==> config.mk <==
export PLATFORM = sky130hd
export DESIGN_NAME = mdu_iter
export DESIGN_NICKNAME = d
export VERILOG_FILES = /design/src/rtl/mdu_iter.sv
export SDC_FILE = /design/constraint.sdc
export NUM_CORES = 2
export LEC_CHECK = 0
export ABC_CLOCK_PERIOD_IN_PS = 23700
export BUFFER_PORTS_ARGS = -buffer_cell sky130_fd_sc_hd__buf_2
export CORE_MARGIN = 1
export CORE_UTILIZATION = 35
export CTS_CLUSTER_SIZE = 14
export DETAILED_ROUTE_END_ITERATION = 16
export MAX_ROUTING_LAYER = met4
export PLACE_DENSITY_LB_ADDON = 0.2
export RECOVER_POWER = 50
export SYNTH_ARGS = -nofsm -noshare
export SYNTH_HDL_FRONTEND = slang
export SYNTH_SLANG_ARGS = --single-unit
==> constraint.sdc <==
create_clock -name clk -period 23.7 [get_ports clk]
set_clock_uncertainty 0.2 [all_clocks]
set_input_delay 4.74 -clock clk [delete_from_list [all_inputs] [get_ports clk]]
set_output_delay 4.74 -clock clk [all_outputs]
set_load 0.1 [all_outputs]
==> src/rtl/mdu_iter.sv <==
// mdu_iter: iterative MULT/MULTU/DIV/DIVU unit that stalls E until {hi, lo} is ready
module mdu_iter #(
    parameter int WIDTH = 32,
    parameter int CNT_W = 5
) (
    input  logic             clk,
    input  logic             rst,
    input  logic             start_i,
    input  logic [1:0]       op_i,
    input  logic [WIDTH-1:0] a_i,
    input  logic [WIDTH-1:0] b_i,
    input  logic             flush_i,
    output logic             stall_o,
    output logic             done_o,
    output logic             busy_o,
    output logic [WIDTH-1:0] hi_o,
    output logic [WIDTH-1:0] lo_o
);
    typedef enum logic [1:0] {IDLE, MUL, DIV, DONE} state_t;

    state_t             state;
    logic [CNT_W-1:0]   cnt;
    logic               mulSigned;
    logic               negQ;
    logic               negR;
    logic [WIDTH-1:0]   aReg;
    logic [WIDTH-1:0]   bReg;
    logic [WIDTH-1:0]   rem;
    logic [WIDTH-1:0]   quo;

    // Operand signs are only meaningful for the signed ops (op_i[0] == 0)
    logic               aNeg;
    logic               bNeg;
    logic [WIDTH-1:0]   aMag;
    logic [WIDTH-1:0]   bMag;
    assign aNeg = ~op_i[0] & a_i[WIDTH-1];
    assign bNeg = ~op_i[0] & b_i[WIDTH-1];
    assign aMag = aNeg ? -a_i : a_i;
    assign bMag = bNeg ? -b_i : b_i;

    // Multiply on 2*WIDTH extended operands so one multiplier serves both signednesses
    logic [2*WIDTH-1:0] extA;
    logic [2*WIDTH-1:0] extB;
    logic [2*WIDTH-1:0] product;
    assign extA    = {{WIDTH{mulSigned & aReg[WIDTH-1]}}, aReg};
    assign extB    = {{WIDTH{mulSigned & bReg[WIDTH-1]}}, bReg};
    assign product = extA * extB;

    // Restoring step: dividend bits shift out of quo's top as quotient bits shift in
    logic [WIDTH:0]     diff;
    logic               take;
    logic [WIDTH-1:0]   remNext;
    logic [WIDTH-1:0]   quoNext;
    assign diff    = {rem, quo[WIDTH-1]} - {1'b0, bReg};
    assign take    = ~diff[WIDTH];
    assign remNext = take ? diff[WIDTH-1:0] : {rem[WIDTH-2:0], quo[WIDTH-1]};
    assign quoNext = {quo[WIDTH-2:0], take};

    assign stall_o = start_i & (state != DONE) & ~flush_i & ~rst;
    assign done_o  = (state == DONE);
    assign busy_o  = (state != IDLE);

    // Sequencer, operand latches, divider iteration and result registers
    always_ff @(posedge clk) begin
        if (rst) begin
            state     <= IDLE;
            cnt       <= '0;
            mulSigned <= 1'b0;
            negQ      <= 1'b0;
            negR      <= 1'b0;
            aReg      <= '0;
            bReg      <= '0;
            rem       <= '0;
            quo       <= '0;
            hi_o      <= '0;
            lo_o      <= '0;
        end else if (flush_i) begin
            state <= IDLE;
            cnt   <= '0;
        end else begin
            case (state)
                IDLE: if (start_i) begin
                    mulSigned <= ~op_i[0];
                    negQ      <= aNeg ^ bNeg;
                    negR      <= aNeg;
                    aReg      <= op_i[1] ? aMag : a_i;
                    bReg      <= op_i[1] ? bMag : b_i;
                    rem       <= '0;
                    quo       <= aMag;
                    cnt       <= '0;
                    state     <= op_i[1] ? DIV : MUL;
                end
                MUL: begin
                    hi_o  <= product[2*WIDTH-1:WIDTH];
                    lo_o  <= product[WIDTH-1:0];
                    state <= DONE;
                end
                DIV: begin
                    rem <= remNext;
                    quo <= quoNext;
                    cnt <= cnt + CNT_W'(1);
                    if (cnt == CNT_W'(WIDTH - 1)) begin
                        hi_o  <= negR ? -remNext : remNext;
                        lo_o  <= negQ ? -quoNext : quoNext;
                        state <= DONE;
                    end
                end
                default: state <= IDLE;
            endcase
        end
    end
endmodule

==> summary.txt <==
status: complete, but fails checks
failing checks: design-rule violations, max-capacitance violations, max-slew violations
GRT busiest layer: met2
initial antenna violation count: 13
die area: 147000 um2
XOR/XNOR Fraction of Synth Area: 3.85%
fin cells: 7799
# port buffers: 136
GP Congestion: 0.907
DP Cell Count: 7746
Max Freq: 68.5 MHz
Crit Path Category: primary input to output pin
synthesized area per cell: 8.53 um2
Syn Inst Count: 5976
Startpoint Class: primary input
final period demand of the worst path: 14610 ps
Max Cap Violations: 2
Post-Place Cell Area: 53400 um2
max-slew violation count: 201
Max IR drop VDD: 0.0606 mV
Net Count, Synth: 7425
Worst-Skew Late Latency: 600 ps
pin count of the biggest net entering global routing: 121
Synth Area in Adders: 50.4%
area of the mapped netlist: 51000 um2
Root Buffer: clkbuf_16
Hold Vio Cnt, Final: 0
CTS Buf Count: 25
pwr dens: 39.1 nW/um2
drt pass-1 iters: 13
critical path arrival: 9670 ps
M1 GR Usage: 34.0%
vias per cell: 5.09
final setup margin: 9090 ps
pre-CTS setup slack: 12490 ps
crit end category: output pin
TritonCTS sink count: 202
cell taking the most area after synthesis: fa_1
die width: 384 um
synth warn: 0
clock transition at the registers of the reported paths: 60 ps
FF+latch count, synth: 202
final period utilization: 61.6%
CTS max path bufs: 3
Die Ht: 384 um
Seq/Total Area, Yosys: 7.93%
I/O pin total: 137
CORE AREA: 144000 um2
compound-cell area share of the yosys netlist: 8.86%
crit path max fanout: 120
post-CTS sizing: 0
M3 GR Usage: 2.73%
area share of the largest cell type after synthesis: 44.2%
first-pass GRT wire length: 259000 um
EDFF count, synth: 0
Simple-Gate Fraction of Synth Area: 17.2%
GRT Residual Overflow: 0
Initial Util: 35.4%
Hold Crit Class: flop to flop
Filler Cell Count: 15000
met2 Use GR: 36.4%
multiplexer share of the synthesized area: 0.336%
final instance area: 54300 um2
H-tree depth: 1
largest family of logic cells by synthesized area: adder cells
worst-margin pin slew: 5700 ps
Routed Antenna Nets: 0
R2R depth: 29
layout cells sized above 1: 4.40%
Post-route DRC: 8
vias post-DR: 39700
Final HPWL DP: 127000 um
1st-iter DRT viols: 2611
worst hold stages: 2
Setup Total Neg Slack: 0 ps
Post-synth top flop: dfxtp_1
Area Overhead vs Synth: 6.43%
post-synthesis async set-or-reset flop share: 0%
setup violators final: 0
floorplan row count: 139
Global Route Usage Sum: 23.6%
Leak Pwr: 0.0253 uW
Hold Buf Count CTS: 0
RSZ-0062 raised after global routing: no
final wirelength: 164000 um
Worst Path Required: 18760 ps
synth top area cells: fa_1 44%, inv_1 8.7%, dfxtp_1 7.9%
fin nets: 7319
Yosys cell types: 85
DR WL/cell: 21.0 um
final core occ: 37.7%
vias in the first global route: 41600
CTS tree: done
slew margin rel.: -280%
Post-CTS Setup Inserts: 0
per-stage QoR:
stage / hold slack, ps / total power, uW
after floorplan: 258 / 1200
after global placement: 243 / 1660
after detailed placement: 247 / 1660
after CTS: 255 / 2130
after global routing: 276 / 2280
final: 259 / 2120
critical path, cell delays in order:
cell,delay [ps]
clkbuf_1,3920
or2_0,580
nor3b_1,110
buf_2,310
sequential cells by signal, summed over array words and instances, names as in the netlist:
signal     flops
negQ           1
quo           32
cnt            5
lo_o          32
mulSigned      1
rem           32
aReg          32
state          2
bReg          32
hi_o          32
negR           1
power breakdown:
group          total [uW]  internal [uW]  switching (uW)  leakage [uW]
clock network         457            272             185      0.000463
registers             379            360            19.1       0.00165
logic                1280            405             879        0.0232
total                2120           1040            1080        0.0253
layout by cell type, fill, tap and decap left out, drive strengths merged, types with 25 or more instances in the layout:
cell and n:
inv 1187, fa 1126, nand2 957, and2 351, nor2 316, ha 253, dfxtp 202, a21oi 199
buf 157, o21ai 152, xnor2 116, xor2 108, a211oi 95, clkbuf 95, nor3 66, a21o 42
or3 36, and3 34, nand3 31, o31ai 27, or2 25
path summary, 6_finish.rpt:
kind                                              from                    end  slack (ps)
worst max-delay path                               rst                stall_o        9090
worst min-delay path              hi_o[5]$_SDFFE_PP0P_   hi_o[5]$_SDFFE_PP0P_         260
worst max register to register  mulSigned$_SDFFE_PP0P_  hi_o[24]$_SDFFE_PP0P_       13350
worst min register to register    hi_o[5]$_SDFFE_PP0P_   hi_o[5]$_SDFFE_PP0P_         260
cell usage after synthesis, types with 11 or more instances:
cell type,instances
nand2_1,957
ha_1,253
a211oi_1,91
o21bai_1,12
or4_1,12
dfxtp_1,202
o21ai_0,143
nand4_1,16
nand3_1,31
o211ai_1,21
fa_1,1126
mux2i_1,16
a311oi_1,18
and3_1,34
nor4_1,17
a31oi_1,17
a21oi_1,197
xor2_1,108
nor2_1,314
xnor2_1,116
a22oi_1,19
nor3_1,64
or2_2,24
o31ai_1,26
buf_1,11
a21o_1,42
inv_1,1184
and2_1,351
clkbuf_1,336
or3_1,36
nand2b_1,23
o21a_1,11
logic make-up (layout without fill, tap and decap cells):
family / count (synthesis) / in the layout
AND/OR/NAND/NOR: 1918 / 1918
AO/OA/AOI/OAI: 694 / 694
other: 0 / 7
XOR/XNOR: 224 / 224
buffers and inverters: 1542 / 1455
flip-flops: 202 / 202
multiplexers: 17 / 17
adder cells (fa/ha/maj): 1379 / 1379
metal layers:
metal | up-vias | wire [um]
li1 | 17900 | -
met1 | 20600 | 77000
met2 | 1032 | 74900
met3 | 137 | 9660
met5 | - | 0
met4 | 0 | 2190
layout make-up:
type / instances / area [um2] / share of cell area, %
multi-input combinational: 4232 / 41200 / 75.9
antenna: 7 / 17.5 / 0.0323
inverter: 1186 / 4450 / 8.20
clock buffer: 29 / 681 / 1.25
tap: 1903 / 2380 / 4.39
timing repair buffer: 223 / 1250 / 2.30
sequential: 202 / 4050 / 7.45
clock inverter: 17 / 253 / 0.466
Note: power is estimated with default switching activity, not from simulation.
